**src/rtl/conv_pkg.sv**
```systemverilog
// Shared definitions for the systolic-core instruction sequencer: state encoding,
// instruction-word bit map and default array geometry.
package conv_pkg;

  typedef enum logic [3:0] {
    S_IDLE,
    S_W_WR,
    S_W_LOAD,
    S_GAP,
    S_A_WR,
    S_EXEC,
    S_DRAIN,
    S_OF_RD,
    S_ACC_CLR,
    S_ACC_RD,
    S_ACC_OUT,
    S_DONE
  } state_t;

  localparam int INST_W    = 34;
  localparam int A_W       = 11;
  localparam int CNT_W     = 6;

  localparam int B_ACC     = 33;
  localparam int B_CEN_P   = 32;
  localparam int B_WEN_P   = 31;
  localparam int B_AP_LSB  = 20;
  localparam int B_CEN_X   = 19;
  localparam int B_WEN_X   = 18;
  localparam int B_AX_LSB  = 7;
  localparam int B_OFIFO_RD = 6;
  localparam int B_IFIFO_WR = 5;
  localparam int B_IFIFO_RD = 4;
  localparam int B_L0_RD   = 3;
  localparam int B_L0_WR   = 2;
  localparam int B_EXEC    = 1;
  localparam int B_LOAD    = 0;

  // Both memories deselected and write-disabled; every strobe low.
  localparam logic [INST_W-1:0] IDLE_INST = 34'h1_800C_0000;

  localparam int DEF_ROW      = 8;
  localparam int DEF_COL      = 8;
  localparam int DEF_LEN_NIJ  = 36;
  localparam int DEF_LEN_KIJ  = 9;
  localparam int DEF_LEN_ONIJ = 16;
  localparam int DEF_GAP      = 2;
  localparam logic [A_W-1:0] DEF_W_BASE = 11'h400;

endpackage

```
**src/rtl/phase_counter.sv**
```systemverilog
// Loadable down-counter that times each sequencer phase; o_tc flags the last cycle.
module phase_counter
  import conv_pkg::*;
#(
  parameter int W = CNT_W
) (
  input  logic         clk,
  input  logic         rst_n,
  input  logic         i_load,
  input  logic [W-1:0] i_load_val,
  input  logic         i_en,
  output logic [W-1:0] o_count,
  output logic         o_tc
);

  logic [W-1:0] r_count;

  always_ff @(posedge clk or negedge rst_n) begin
    if (!rst_n) begin
      r_count <= '0;
    end else if (i_load) begin
      r_count <= i_load_val;
    end else if (i_en && (r_count != '0)) begin
      r_count <= r_count - 1'b1;
    end
  end

  assign o_count = r_count;
  assign o_tc    = (r_count == '0);

endmodule

```
**src/rtl/conv_sequencer.sv**
```systemverilog
// Instruction sequencer for the 2D systolic core: per-kernel-position load/execute/drain
// passes followed by per-output accumulation over pmem, all on a registered inst word.
module conv_sequencer
  import conv_pkg::*;
#(
  parameter int             row      = DEF_ROW,
  parameter int             col      = DEF_COL,
  parameter int             len_nij  = DEF_LEN_NIJ,
  parameter int             len_kij  = DEF_LEN_KIJ,
  parameter int             len_onij = DEF_LEN_ONIJ,
  parameter int             gap      = DEF_GAP,
  parameter logic [A_W-1:0] W_BASE   = DEF_W_BASE
) (
  input  logic              clk,
  input  logic              reset,
  input  logic              start,
  input  logic              ofifo_valid,
  input  logic [A_W-1:0]    acc_addr,
  output logic [INST_W-1:0] inst,
  output logic [3:0]        acc_onij,
  output logic [3:0]        acc_kij,
  output logic              acc_clr,
  output logic              out_valid,
  output logic [3:0]        out_idx,
  output logic              busy,
  output logic              done,
  output state_t            dbg_state
);

  localparam logic [CNT_W-1:0] LAST_COL   = CNT_W'(col - 1);
  localparam logic [CNT_W-1:0] LAST_GAP   = CNT_W'(gap - 1);
  localparam logic [CNT_W-1:0] LAST_NIJ   = CNT_W'(len_nij - 1);
  localparam logic [CNT_W-1:0] LAST_DRAIN = CNT_W'(row + col - 1);
  localparam logic [CNT_W-1:0] LAST_ACC   = CNT_W'(len_kij);
  localparam logic [3:0]       LAST_KIJ   = 4'(len_kij - 1);
  localparam logic [3:0]       LAST_ONIJ  = 4'(len_onij - 1);

  state_t             r_state, w_next;
  logic [3:0]         r_kij, r_onij, r_acc_kij, r_out_idx;
  logic [INST_W-1:0]  r_inst, w_inst;
  logic               r_acc_clr, r_out_valid, r_busy, r_done;
  logic               w_load, w_en, w_tc;
  logic [CNT_W-1:0]   w_load_val, w_cnt, w_last, w_i;
  logic               w_kij_clr, w_kij_inc, w_onij_clr, w_onij_inc;

  phase_counter #(.W(CNT_W)) u_phase (
    .clk        (clk),
    .rst_n      (reset),
    .i_load     (w_load),
    .i_load_val (w_load_val),
    .i_en       (w_en),
    .o_count    (w_cnt),
    .o_tc       (w_tc)
  );

  always_ff @(posedge clk or negedge reset) begin
    if (!reset) r_state <= S_IDLE;
    else        r_state <= w_next;
  end

  // OFIFO handshake: ofifo_valid is the core's valid, ofifo_rd in the emitted word is
  // the ready/pop; a row transfers only in a cycle where both are 1, so i steps only then.
  always_comb begin
    w_next     = r_state;
    w_load     = 1'b0;
    w_load_val = '0;
    w_en       = 1'b1;
    w_kij_clr  = 1'b0;
    w_kij_inc  = 1'b0;
    w_onij_clr = 1'b0;
    w_onij_inc = 1'b0;
    case (r_state)
      S_IDLE: begin
        w_en = 1'b0;
        if (start) begin
          w_next = S_W_WR; w_load = 1'b1; w_load_val = LAST_COL; w_kij_clr = 1'b1;
        end
      end
      S_W_WR:   if (w_tc) begin w_next = S_W_LOAD; w_load = 1'b1; w_load_val = LAST_COL;   end
      S_W_LOAD: if (w_tc) begin w_next = S_GAP;    w_load = 1'b1; w_load_val = LAST_GAP;   end
      S_GAP:    if (w_tc) begin w_next = S_A_WR;   w_load = 1'b1; w_load_val = LAST_NIJ;   end
      S_A_WR:   if (w_tc) begin w_next = S_EXEC;   w_load = 1'b1; w_load_val = LAST_NIJ;   end
      S_EXEC:   if (w_tc) begin w_next = S_DRAIN;  w_load = 1'b1; w_load_val = LAST_DRAIN; end
      S_DRAIN:  if (w_tc) begin w_next = S_OF_RD;  w_load = 1'b1; w_load_val = LAST_NIJ;   end
      S_OF_RD: begin
        w_en = ofifo_valid;
        if (w_tc && ofifo_valid) begin
          if (r_kij < LAST_KIJ) begin
            w_next = S_W_WR; w_load = 1'b1; w_load_val = LAST_COL; w_kij_inc = 1'b1;
          end else begin
            w_next = S_ACC_CLR; w_onij_clr = 1'b1;
          end
        end
      end
      S_ACC_CLR: begin
        w_en = 1'b0; w_next = S_ACC_RD; w_load = 1'b1; w_load_val = LAST_ACC;
      end
      S_ACC_RD: if (w_tc) w_next = S_ACC_OUT;
      S_ACC_OUT: begin
        w_en = 1'b0;
        if (r_onij < LAST_ONIJ) begin
          w_next = S_ACC_CLR; w_onij_inc = 1'b1;
        end else begin
          w_next = S_DONE;
        end
      end
      S_DONE: begin
        w_en = 1'b0; w_next = S_IDLE;
      end
      default: w_next = S_IDLE;
    endcase
  end

  // Phase index i counts up while the counter counts down from the phase's last value.
  always_comb begin
    w_last = '0;
    case (r_state)
      S_W_WR, S_W_LOAD:       w_last = LAST_COL;
      S_A_WR, S_EXEC, S_OF_RD: w_last = LAST_NIJ;
      S_ACC_RD:               w_last = LAST_ACC;
      default:                w_last = '0;
    endcase
    w_i = w_last - w_cnt;
  end

  always_comb begin
    w_inst = IDLE_INST;
    case (r_state)
      S_W_WR: begin
        w_inst[B_CEN_X] = 1'b0;
        w_inst[B_L0_WR] = 1'b1;
        w_inst[B_AX_LSB +: A_W] = W_BASE + A_W'(r_kij) * A_W'(col) + A_W'(w_i);
      end
      S_W_LOAD: begin
        w_inst[B_L0_RD] = 1'b1;
        w_inst[B_LOAD]  = 1'b1;
      end
      S_A_WR: begin
        w_inst[B_CEN_X] = 1'b0;
        w_inst[B_L0_WR] = 1'b1;
        w_inst[B_AX_LSB +: A_W] = A_W'(w_i);
      end
      S_EXEC: begin
        w_inst[B_L0_RD] = 1'b1;
        w_inst[B_EXEC]  = 1'b1;
      end
      S_DRAIN: w_inst[B_EXEC] = 1'b1;
      S_OF_RD: begin
        if (ofifo_valid) begin
          w_inst[B_OFIFO_RD] = 1'b1;
          w_inst[B_CEN_P]    = 1'b0;
          w_inst[B_WEN_P]    = 1'b0;
          w_inst[B_AP_LSB +: A_W] = A_W'(r_kij) * A_W'(len_nij) + A_W'(w_i);
        end
      end
      S_ACC_RD: begin
        // acc trails each pmem read by one cycle to line up with read latency.
        if (w_i < CNT_W'(len_kij)) begin
          w_inst[B_CEN_P] = 1'b0;
          w_inst[B_AP_LSB +: A_W] = acc_addr;
        end
        if (w_i != '0) w_inst[B_ACC] = 1'b1;
      end
      default: w_inst = IDLE_INST;
    endcase
  end

  always_ff @(posedge clk or negedge reset) begin
    if (!reset) begin
      r_kij       <= '0;
      r_onij      <= '0;
      r_acc_kij   <= '0;
      r_inst      <= IDLE_INST;
      r_acc_clr   <= 1'b0;
      r_out_valid <= 1'b0;
      r_out_idx   <= '0;
      r_busy      <= 1'b0;
      r_done      <= 1'b0;
    end else begin
      if (w_kij_clr)      r_kij <= '0;
      else if (w_kij_inc) r_kij <= r_kij + 4'd1;
      if (w_onij_clr)      r_onij <= '0;
      else if (w_onij_inc) r_onij <= r_onij + 4'd1;
      // acc_kij runs one cycle ahead of inst so acc_addr is ready when the word registers.
      if (r_state == S_ACC_CLR)
        r_acc_kij <= '0;
      else if ((r_state == S_ACC_RD) && (r_acc_kij < LAST_KIJ))
        r_acc_kij <= r_acc_kij + 4'd1;
      r_inst      <= w_inst;
      r_acc_clr   <= (r_state == S_ACC_CLR);
      r_out_valid <= (r_state == S_ACC_OUT);
      if (r_state == S_ACC_OUT) r_out_idx <= r_onij;
      r_busy      <= (w_next != S_IDLE);
      r_done      <= (w_next == S_DONE);
    end
  end

  assign inst      = r_inst;
  assign acc_onij  = r_onij;
  assign acc_kij   = r_acc_kij;
  assign acc_clr   = r_acc_clr;
  assign out_valid = r_out_valid;
  assign out_idx   = r_out_idx;
  assign busy      = r_busy;
  assign done      = r_done;
  assign dbg_state = r_state;

endmodule

```
**config.mk**
```make
export PLATFORM = sky130hd
export DESIGN_NAME = conv_sequencer
export DESIGN_NICKNAME = d
export VERILOG_FILES = /design/src/rtl/conv_pkg.sv /design/src/rtl/phase_counter.sv /design/src/rtl/conv_sequencer.sv
export SDC_FILE = /design/constraint.sdc
export NUM_CORES = 1
export LEC_CHECK = 0
export ABC_AREA = 0
export ABC_CLOCK_PERIOD_IN_PS = 4500
export CAP_MARGIN = 20
export CORE_ASPECT_RATIO = 1.2
export CORE_UTILIZATION = 40
export DETAILED_ROUTE_END_ITERATION = 8
export PLACE_DENSITY_LB_ADDON = 0.2
export SLEW_MARGIN = 5
export SYNTH_ARGS = -nofsm -noshare
export SYNTH_HDL_FRONTEND = slang
export SYNTH_SLANG_ARGS = --single-unit
export TNS_END_PERCENT = 10
```
**constraint.sdc**
```tcl
create_clock -name clk -period 4.5 [get_ports clk]
set_clock_uncertainty 0.1 [all_clocks]
set_input_delay 0.9 -clock clk [delete_from_list [all_inputs] [get_ports clk]]
set_output_delay 0.9 -clock clk [all_outputs]
set_load 0.02 [all_outputs]
```
Word-level counts from Yosys, hierarchy flattened
Cells that the tools add are included.
{"block": "word_totals", "regBits": 61, "out_inout_bits": 54}
{"block": "classes", "n_eq_ne": 12, "n_reduce_logical": 20, "mux": 58, "magnitude_cmp": 4, "add_sub_neg": 8, "multipliers": 1}
{"cell": "$mux 4", "n": 17}
{"cell": "$pmux 11 s2", "n": 2}
{"cell": "$pmux 4 s11", "n": 1}
{"cell": "$pmux 6 s7", "n": 1}
{"cell": "$mux 1", "n": 23}
{"cell": "$eq 4x4->1 const B", "n": 5}
{"cell": "$mux 6", "n": 3}
{"cell": "$pmux 6 s3", "n": 1}
{"cell": "$eq 4x3->1 const B", "n": 4}
{"cell": "$mux 13", "n": 1}
{"cell": "$add 4x1->4 const B", "n": 3}
{"cell": "$lt 4x4->1 const B", "n": 3}
{"cell": "$mux 3", "n": 4}
{"cell": "$reduce_bool 6->1", "n": 2}
{"cell": "$add 10x6->11", "n": 1}
{"cell": "$add 11x6->11", "n": 1}
{"cell": "$add 11x7->11 const A", "n": 1}
{"cell": "$mux 11", "n": 1}
{"cell": "$eq 4x2->1 const B", "n": 2}
{"cell": "$mul 4x4->8 const B", "n": 1}
{"cell": "$reduce_bool 2->1", "n": 4}
{"cell": "$reduce_or 2->1", "n": 4}
{"cell": "$logic_not 6->1", "n": 1}
{"cell": "$lt 6x4->1 const B", "n": 1}
{"cell": "other kinds (12)", "n": 16}

Longest topological paths before layout
Gate-level depths: netlist (run 1).
{"block": "depth", "depth_word": 7, "mapped_depth": 18}

Modules after synthesis
From an unflattened synthesis (run 1), not the netlist that was laid out.
{"block": "unflattened", "cells_unflattened": 348, "hier_area_um2": 3399.5}
{"module": "conv_sequencer", "n_inst": 1, "seq_area_each_um2": 1330.0, "area_per_inst_um2": 3004.1, "cells_per_inst": 304}
{"module": "phase_counter", "n_inst": 1, "seq_area_each_um2": 150.1, "area_per_inst_um2": 395.4, "cells_per_inst": 44}

Worst setup path after synthesis (run 1)
OpenSTA, ideal clock, no wires.
{"block": "synth_path", "kind": "register -> register", "startpoint": "reg r_state[2], in the netlist dbg_state[2]", "endpoint": "reg r_inst[29], in the netlist inst[29]", "period_less_slack_ns": 4.229, "path_stages_with_launch": 19, "t_arrival_ns": 4.005, "path_slack_ns": 0.271, "path_cell_list": "dfrtp_1 > buf_2 > clkbuf_1 > nand2_1 > nand2_1 > a211oi_1 > nor2_1 > ha_1 > inv_1 > fa_1 > a21o_1 > a21oi_1 > xor2_1 > ha_1 > a21oi_1 > a21boi_0 > o21ai_0 > xor2_1 > a211o_1"}
{"block": "synth_between", "elab_chain_len": 7}
{"element": "start, declared", "line_no": "conv_sequencer.sv:38", "rtl": "state_t r_state, w_next;"}
{"element": "start signal, assigned", "line_no": "conv_sequencer.sv:58", "rtl": "else r_state <= w_next;"}
{"element": "$eq 4x3->1 (tied with other cells)", "line_no": "conv_sequencer.sv:117, conv_sequencer.sv:128"}
{"element": "$reduce_or 3->1 / $reduce_or 2->1 (equally long branches)", "line_no": "conv_sequencer.sv:117", "rtl": "case (r_state)"}
{"element": "$pmux 6 s3", "line_no": "conv_sequencer.sv:117"}
{"element": "$sub 6x6->6", "line_no": "conv_sequencer.sv:123", "rtl": "w_i = w_last - w_cnt;"}
{"element": "$add 10x6->11 / $lt 6x4->1 (equally long branches)", "line_no": "conv_sequencer.sv:153, conv_sequencer.sv:158"}
{"element": "$mux 13 / $mux 11 (equally long branches)", "line_no": "conv_sequencer.sv:149, conv_sequencer.sv:158"}
{"element": "$pmux 11 s2 (*)", "line_no": "conv_sequencer.sv:128", "rtl": "case (r_state)"}
{"element": "via w_inst[29]", "line_no": "conv_sequencer.sv:40", "rtl": "logic [INST_W-1:0] r_inst, w_inst;"}
{"element": "end signal, assigned", "line_no": "conv_sequencer.sv:189", "rtl": "r_inst <= w_inst;"}
{"element": "end, declared", "line_no": "conv_sequencer.sv:40"}
The timed path passes the listed nets; every way through them passes the cells marked *.
A chain may end at the register's enable or synchronous reset.

Worst setup path in the final report (run 1)
{"block": "layout_path", "startpoint": "reg r_state[1], in the netlist dbg_state[1]", "endpoint": "reg r_inst[29], in the netlist inst[29]"}
The elaborated chain is that of the path after synthesis.

==> results of run 1 <==
metal layers:
metal,up-vias,GRT usage,wire length [µm]
met5,-,0,0
met4,0,0.0731,125
met3,11,0.0436,396
met2,73,0.300,3510
met1,1262,0.252,3510
li1,1333,-,-
worst max-delay path: stages (launching register included):
cell and delay (ns):
dfrtp_1 0.56, nor3_1 0.50, a211oi_2 0.14, nor2_1 0.15, ha_1 0.17, inv_1 0.06, fa_1 0.41, a21o_1 0.18
a21oi_1 0.16, xor2_1 0.27, ha_1 0.31, a21oi_1 0.18, a21boi_0 0.18, o21ai_0 0.24, xor2_1 0.10, a211o_1 0.29
power by group:
| part | leakage, nW | internal [mW] | switching (mW) |
|---|---|---|---|
| sequential | 0.749 | 0.531 | 0.00222 |
| clock | 0.0966 | 0.257 | 0.222 |
| combinational | 1.11 | 0.0151 | 0.0206 |
kinds of logic (layout without fill, tap and decap cells):
logic type / Yosys count / after routing / share of synthesized area
and+or+nand+nor: 127 / 127 / 0.201
muxes: 7 / 7 / 0.0228
xor gates and xnor gates: 19 / 19 / 0.0541
AOI/OAI and AO/OA: 66 / 66 / 0.137
other: 2 / 5 / 0.00224
adders and majority gates: 24 / 24 / 0.0963
DFF: 59 / 59 / 0.441
buffers and inverters: 33 / 103 / 0.0459
what timing repair did:
| item | 4_1_cts | 5_1_grt |
|---|---|---|
| resized for setup | 0 | 1 |
| setup endpoints to repair | 0 | 1 |
| hold endpoints to repair | 0 | 0 |
synthesized netlist by cell type, drive strengths merged (3+ instances only):
library cell | instances | area (µm²)
a21oi | 17 | 85.1
clkbuf | 5 | 18.8
a31oi | 4 | 25.0
nor2 | 39 | 154
nor4 | 5 | 37.5
mux2 | 5 | 56.3
nor2b | 4 | 25.0
nand3 | 7 | 35.0
buf | 12 | 75.1
dfstp | 3 | 78.8
a22o | 8 | 70.1
a211oi | 4 | 35.0
and3 | 4 | 25.0
nand2b | 6 | 40.0
o21ai | 8 | 40.0
and2 | 4 | 25.0
a22oi | 3 | 22.5
dfrtp | 56 | 1400
ha | 21 | 263
xnor2 | 10 | 87.6
fa | 3 | 60.1
inv | 16 | 60.1
nand4 | 3 | 18.8
a21o | 6 | 45.0
xor2 | 8 | 70.1
or3 | 3 | 18.8
nand2 | 20 | 75.1
nor3 | 16 | 85.1
layout make-up:
type / count / share of cell area
tap: 95 / 0.0278
clock buffer: 10 / 0.0299
multi-input combinational: 248 / 0.406
timing repair buffer: 71 / 0.160
clock inverter: 6 / 0.0152
sequential: 59 / 0.346
inverter: 16 / 0.0141
per-stage QoR:
| step | setup WS [ns] | instances |
|---|---|---|
| final | 0.390 | 505 |
| after detailed placement | 0.392 | 489 |
| after global routing | 0.0452 | 505 |
| after global placement | 0.509 | 489 |
| after CTS | 0.333 | 505 |
| after floorplan | 0.271 | 340 |
path summary, 6_finish.rpt:
| kind | end | slack, ns | cells after the start |
|---|---|---|---|
| min | out_idx[3] | 0.41 | 1 |
| max reg2reg | inst[29] | 0.39 | 15 |
| min reg2reg | out_idx[3] | 0.41 | 1 |
| max | inst[29] | 0.39 | 15 |
| min in group asynchronous | out_valid | 0.46 | 1 |
| max in group asynchronous | inst[31] | 2.95 | 2 |
sequential cells by signal, summed over array words and instances, names as in the netlist:
| signal | count |
|---|---|
| acc_clr | 1 |
| acc_kij | 4 |
| acc_onij | 4 |
| busy | 1 |
| dbg_state | 4 |
| done | 1 |
| inst | 29 |
| out_idx | 4 |
| out_valid | 1 |
| r_kij | 4 |
| u_phase.o_count | 6 |
cells in the final DEF (no fill, tap or decap), types with 9 or more instances in the layout:
cell type	count
a21oi_1	17
clkbuf_8	9
clkdlybuf4s50_1	62
dfrtp_1	56
ha_1	21
inv_1	16
nand2_1	20
nor2_1	38
nor3_1	15
xnor2_1	10
==> results.sh, run 1 <==
export IMPL_status="completed"
export IMPL_core_mm2=0.00811
export IMPL_synth_ff_type="dfrtp_1"
export IMPL_postCtsHoldBufs=0
export IMPL_ys_ff_latch=59
export IMPL_startpoint="dbg_state[1]"
export IMPL_vias=2679
export IMPL_num_rows=36
export IMPL_cts_setup_buffers=0
export IMPL_die_x_um=85.6
export IMPL_antenna_cells=0
export IMPL_synth_edf_count=0
export IMPL_worst_ep_required_time_ns=4.63
export IMPL_async_reset_ff_frac=1.00
export IMPL_routabilityCongestion=0.868
export IMPL_synth_cell_type_count=60
export IMPL_clock_latency_ns=0.34
export IMPL_hold_path_class="reg2reg"
export IMPL_wl_per_cell_um=14.9
export IMPL_max_cap_violations=0
export IMPL_portBuffers=63
export IMPL_grt_pass1_vias=2595
export IMPL_drtAntennaViolNets=0
export IMPL_syn_avg_cell_area_um2=9.95
export IMPL_dieArea_mm2=0.00875
export IMPL_start_util=0.414
export IMPL_cts_root_buffer="clkbuf_8"
export IMPL_routed_wl_um=7540
export IMPL_drive_above_1_share=0.102
export IMPL_multiInputGateArea_mm2=0.00174
export IMPL_cts_buffers_inserted=9
export IMPL_cts_tree="built"
export IMPL_postPlaceCellArea_mm2=0.00408
export IMPL_fillers=730
export IMPL_clockBufferDepth=2
export IMPL_r2r_start="dbg_state[1]"
export IMPL_grt_max_degree=33
export IMPL_grt_pass1_wl_um=12700
export IMPL_final_util=0.527
export IMPL_p_leak_nw=1.95
export IMPL_area_delta_synth_final_pct=27.4
export IMPL_final_net_count=444
export IMPL_end_kind="register"
export IMPL_relSlewSlack=0.493
export IMPL_yosys_warnings=0
export IMPL_viasPerCell=5.30
export IMPL_critical_path_startpoint_type="register"
export IMPL_power_per_cell_area_mw_per_mm2=245
export IMPL_drt_pass1_iterations=4
export IMPL_ys_seq_area_frac=0.441
export IMPL_period_minus_slack_ns=4.11
export IMPL_timing_setup_tns_ns=0
export IMPL_worst_slew_pin_slew_ns=0.755
export IMPL_clkTransAtPathRegs_ns=0.07
export IMPL_groute_usage_overall=0.189
export IMPL_rsz0062_at_grt="false"
export IMPL_die_y_um=102
export IMPL_worstHoldStart="out_idx[3]"
export IMPL_cts_num_sinks=59
export IMPL_design_power_total_mw=1.05
export IMPL_syn_inst=337
export IMPL_drtIter0Drc=95
export IMPL_hold_viol_final=0
export IMPL_overflow=0
export IMPL_setup_violations=0
export IMPL_seq_area_mm2=0.00148
export IMPL_whs_ns=0.406
export IMPL_path_class="reg2reg"
export IMPL_slew_viol_final=0
export IMPL_synthesis_area_mm2=0.00335
export IMPL_antenna_found_initial=0
export IMPL_cp_max_fo=18
export IMPL_h_tree_depth=3
export IMPL_fin_area_mm2=0.00427
export IMPL_min_period_over_period=0.913
export IMPL_ios=69
export IMPL_drc_errors=0
export IMPL_crit_arrival_ns=4.24
export IMPL_peakVddDrop_mv=0.107
export IMPL_dp_hpwl_um=5730
export IMPL_fmax_mhz=243
Power figures use the tool's default switching activity.
==> inputs of run 2 (changes only) <==
Settings changed: CORE_MARGIN set to 5.
==> results.sh, run 2 (synthesized netlist as in run 1, its figures left out) <==
export IMPL_grtUsageMet3=0.0441
export IMPL_groute_usage_overall=0.169
export IMPL_die_x_um=93.6
export IMPL_cts_num_sinks=59
export IMPL_antenna_found_initial=0
export IMPL_power_per_cell_area_mw_per_mm2=258
export IMPL_die_y_um=110
export IMPL_viasPerCell=5.16
export IMPL_antenna_cells=0
export IMPL_fmax_mhz=241
export IMPL_drive_above_1_share=0.102
export IMPL_final_common_cell="clkdlybuf4s50_1"
export IMPL_critical_path_startpoint_type="register"
export IMPL_startpoint="dbg_state[0]"
export IMPL_busiest_layer="met2"
export IMPL_layout_common_cells="clkdlybuf4s50_1 (62), dfrtp_1 (56), nor2_1 (38), ha_1 (21), nand2_1 (20)"
export IMPL_crit_arrival_ns=4.26
export IMPL_area_delta_synth_final_pct=29.3
export IMPL_timing_setup_tns_ns=0
export IMPL_clkTransAtPathRegs_ns=0.07
export IMPL_worst_slack_ns=0.356
export IMPL_portBuffers=63
export IMPL_overflow=0
export IMPL_worstHoldStart="out_idx[2]"
export IMPL_drtAntennaViolNets=0
export IMPL_grt_pass1_wl_um=13700
export IMPL_final_util=0.532
export IMPL_dieArea_mm2=0.0103
export IMPL_clock_latency_ns=0.33
export IMPL_status="completed"
export IMPL_peakVddDrop_mv=0.171
export IMPL_cp_max_fo=12
export IMPL_fillers=752
export IMPL_worst_slew_pin_slew_ns=0.861
export IMPL_cts_resized_gates=0
export IMPL_path_class="reg2reg"
export IMPL_cts_setup_buffers=0
export IMPL_whs_path_depth=1
export IMPL_postCtsHoldBufs=0
export IMPL_core_mm2=0.00815
export IMPL_cts_root_buffer="clkbuf_8"
export IMPL_use_met1=0.222
export IMPL_min_period_over_period=0.921
export IMPL_relSlewSlack=0.422
export IMPL_vias=2709
export IMPL_period_minus_slack_ns=4.14
export IMPL_drt_pass1_iterations=5
export IMPL_ios=69
export IMPL_post_place_ws_ns=0.383
export IMPL_num_rows=36
export IMPL_hold_path_class="reg2reg"
export IMPL_stdcell_count=525
export IMPL_slew_viol_final=0
export IMPL_r2r_start="dbg_state[0]"
export IMPL_routed_wl_um=8110
export IMPL_end_kind="register"
export IMPL_dp_cells=509
export IMPL_drtIter0Drc=171
export IMPL_h_tree_depth=3
export IMPL_final_net_count=445
export IMPL_grt_pass1_vias=2809
export IMPL_rsz0062_at_grt="false"
export IMPL_gr_usage_met2=0.268
export IMPL_rr_worst_depth=14
export IMPL_setup_violations=0
export IMPL_cts_buffers_inserted=9
export IMPL_clockBufferDepth=2
export IMPL_p_leak_nw=1.97
export IMPL_dp_hpwl_um=6160
export IMPL_worst_ep_required_time_ns=4.62
export IMPL_largest_register_ffs=29
export IMPL_max_cap_violations=0
export IMPL_wl_per_cell_um=15.4
export IMPL_hold_viol_final=0
export IMPL_drc_errors=0
export IMPL_routabilityCongestion=0.903
export IMPL_cts_tree="built"
export IMPL_grt_max_degree=35
export IMPL_start_util=0.411
export IMPL_design_power_total_mw=1.12
-- run 2: cell count changes in the layout (fill, tap and decap cells not counted), sizes merged --
cell    before  now
clkbuf      10   12
clkinv       3    1
buf          9   10
bufinv       1    2
inv         17   16
-- run 2: where the power goes --
group          switching, mW  internal, mW
combinational         0.0213        0.0152
clock                  0.207         0.341
sequential           0.00218         0.531
total                  0.231         0.888
-- run 2: layout make-up --
type	instances	area [µm²]	area share
timing repair buffer	72	693	0.160
multi-input combinational	248	1730	0.399
clock inverter	4	72.6	0.0167
sequential	59	1480	0.342
clock buffer	12	155	0.0358
inverter	16	60.1	0.0139
tap	114	143	0.0329
-- run 2: final timing paths --
check / end / slack, ns
min: out_idx[2] / 0.41
max reg2reg: inst[29] / 0.36
min in group asynchronous: inst[29] / 0.47
max in group asynchronous: inst[19] / 2.95
max: inst[29] / 0.36
min reg2reg: out_idx[2] / 0.41
-- run 2: layer usage --
layer  part of all wire  vias to the layer above  wire, µm
met5                  0                        -         0
met3              0.051                       13       411
met2               0.47                       75      3840
li1                   -                     1325         -
met4              0.024                        0       191
met1               0.45                     1296      3670
-- run 2: stage by stage --
stage | cell area (µm²) | hold WS (ns)
after floorplan | 3360 | 0.486
after global routing | 4330 | 0.437
final | 4330 | 0.409
after CTS | 4330 | 0.420
after global placement | 4110 | 0.390
after detailed placement | 4110 | 0.403
-- run 2: critical path: stages, from the launching register on --
cell      delay (ns)
dfrtp_1         0.54
inv_1           0.17
nand2_1         0.12
nand2_1         0.12
a211oi_1        0.49
nor2_1          0.09
ha_1            0.21
nand3b_1        0.21
a211oi_2        0.24
xnor3_2         0.43
ha_1            0.35
a21boi_0        0.35
o21ai_0         0.16
xor2_1          0.16
a211o_1         0.30
==> inputs of run 3 (changes only) <==
==> constraint.sdc (replaced) <==
create_clock -name clk -period 4.5 [get_ports clk]
set_clock_uncertainty 0.1 [all_clocks]
set_input_delay 0.675 -clock clk [delete_from_list [all_inputs] [get_ports clk]]
set_output_delay 0.675 -clock clk [all_outputs]
set_load 0.02 [all_outputs]
==> results.sh, run 3 (synthesized netlist as in run 1, its figures left out) <==
export IMPL_start_util=0.411
export IMPL_cts_buffers_inserted=9
export IMPL_core_mm2=0.00815
export IMPL_largest_register_ffs=29
export IMPL_hold_path_class="in2async"
export IMPL_slew_viol_final=0
export IMPL_routabilityCongestion=0.875
export IMPL_dieArea_mm2=0.0103
export IMPL_grt_max_degree=60
export IMPL_antenna_cells=0
export IMPL_path_class="reg2reg"
export IMPL_final_common_cell="clkdlybuf4s50_1"
export IMPL_die_x_um=93.6
export IMPL_dp_cells=508
export IMPL_drive_above_1_share=0.102
export IMPL_groute_usage_overall=0.167
export IMPL_drtAntennaViolNets=0
export IMPL_stdcell_count=524
export IMPL_grt_pass1_vias=2702
export IMPL_antenna_found_initial=0
export IMPL_dp_hpwl_um=5980
export IMPL_cp_max_fo=12
export IMPL_num_rows=36
export IMPL_routed_wl_um=8090
export IMPL_viasPerCell=5.20
export IMPL_portBuffers=63
export IMPL_vias=2723
export IMPL_hold_viol_final=0
export IMPL_drtIter0Drc=128
export IMPL_min_period_over_period=0.929
export IMPL_cts_setup_buffers=0
export IMPL_fmax_mhz=239
export IMPL_end_kind="register"
export IMPL_h_tree_depth=3
export IMPL_timing_setup_tns_ns=0
export IMPL_worst_slew_pin_slew_ns=0.882
export IMPL_die_y_um=110
export IMPL_worst_ep_required_time_ns=4.64
export IMPL_setup_violations=0
export IMPL_cts_resized_gates=0
export IMPL_seq_area_mm2=0.00148
export IMPL_drc_errors=0
export IMPL_relSlewSlack=0.407
export IMPL_ios=69
export IMPL_multiInputGateArea_mm2=0.00173
export IMPL_grt_pass1_wl_um=13300
export IMPL_final_net_count=444
export IMPL_peakVddDrop_mv=0.129
export IMPL_area_delta_synth_final_pct=29.6
export IMPL_rsz0062_at_grt="false"
export IMPL_wl_per_cell_um=15.4
export IMPL_max_cap_violations=0
export IMPL_clock_latency_ns=0.35
export IMPL_p_leak_nw=1.98
export IMPL_cts_root_buffer="clkbuf_8"
export IMPL_cts_num_sinks=59
export IMPL_critical_path_startpoint_type="register"
export IMPL_status="completed"
export IMPL_crit_arrival_ns=4.32
export IMPL_postCtsHoldBufs=0
export IMPL_drt_pass1_iterations=5
export IMPL_period_minus_slack_ns=4.18
export IMPL_cts_tree="built"
export IMPL_rr_worst_depth=14
export IMPL_clockBufferDepth=2
export IMPL_clkTransAtPathRegs_ns=0.08
export IMPL_overflow=0
export IMPL_power_per_cell_area_mw_per_mm2=269
export IMPL_fillers=748
export IMPL_layout_common_cells="clkdlybuf4s50_1 (62), dfrtp_1 (56), nor2_1 (38), ha_1 (21), nand2_1 (20)"
run 3: cell count changes in the layout (fill, tap and decap cells not counted):
cell	change
clkinv_2	-1
inv_6	+1
buf_4	-1
bufinv_16	+1
clkbuf_8	-2
clkinv_4	+2
clkbuf_1	-1
run 3: power breakdown:
part | internal [mW] | total [mW] | switching (mW)
Sequential | 0.531 | 0.533 | 0.00216
Combinational | 0.0152 | 0.0363 | 0.0211
Clock | 0.371 | 0.598 | 0.227
Total | 0.917 | 1.17 | 0.250
run 3: final timing paths:
path	startpoint	slack, ns	to
min reg2reg	out_idx[2]	0.41	out_idx[2]
min in group clk	out_idx[2]	0.41	out_idx[2]
min	reset	0.34	inst[33]
max in group asynchronous	reset	3.44	inst[8]
max reg2reg	dbg_state[0]	0.32	inst[29]
max	dbg_state[0]	0.32	inst[29]
run 3: layout make-up:
type,count,area share
clock buffers,9,0.0285
flip-flops and latches,59,0.341
multi-input cells,248,0.398
well taps,114,0.0328
repair buffers,71,0.158
clock inverters,7,0.0285
inverters,16,0.0138
run 3: critical path, stage by stage, from the launching register on:
cell      delay, ns
dfrtp_1        0.57
inv_1          0.18
nand2_1        0.13
nand2_1        0.12
a211oi_1       0.48
nor2_1         0.09
ha_1           0.21
nand3b_1       0.20
a211oi_2       0.23
xnor3_2        0.44
ha_1           0.35
a21boi_0       0.34
o21ai_0        0.15
xor2_1         0.16
a211o_1        0.30
run 3: metrics by stage:
stage                     hold WS, ns  cell area [µm²]  power [mW]  setup slack, ns  utilization
after floorplan                 0.279             3360       0.557            0.271            -
after global placement          0.391             4100       0.580            0.507        0.503
after detailed placement        0.395             4100       0.580            0.371        0.503
after CTS                       0.385             4350        1.18            0.352        0.533
after global routing            0.434             4350        1.21           0.0348        0.533
final                           0.340             4350        1.17            0.321        0.533
run 3: layer usage:
layer | vias to the layer above | global-route usage | part of all wire
met2 | 87 | 0.269 | 0.48
li1 | 1320 | - | -
met5 | - | 0 | 0
met1 | 1303 | 0.209 | 0.44
met4 | 0 | 0.0908 | 0.029
met3 | 13 | 0.0353 | 0.052
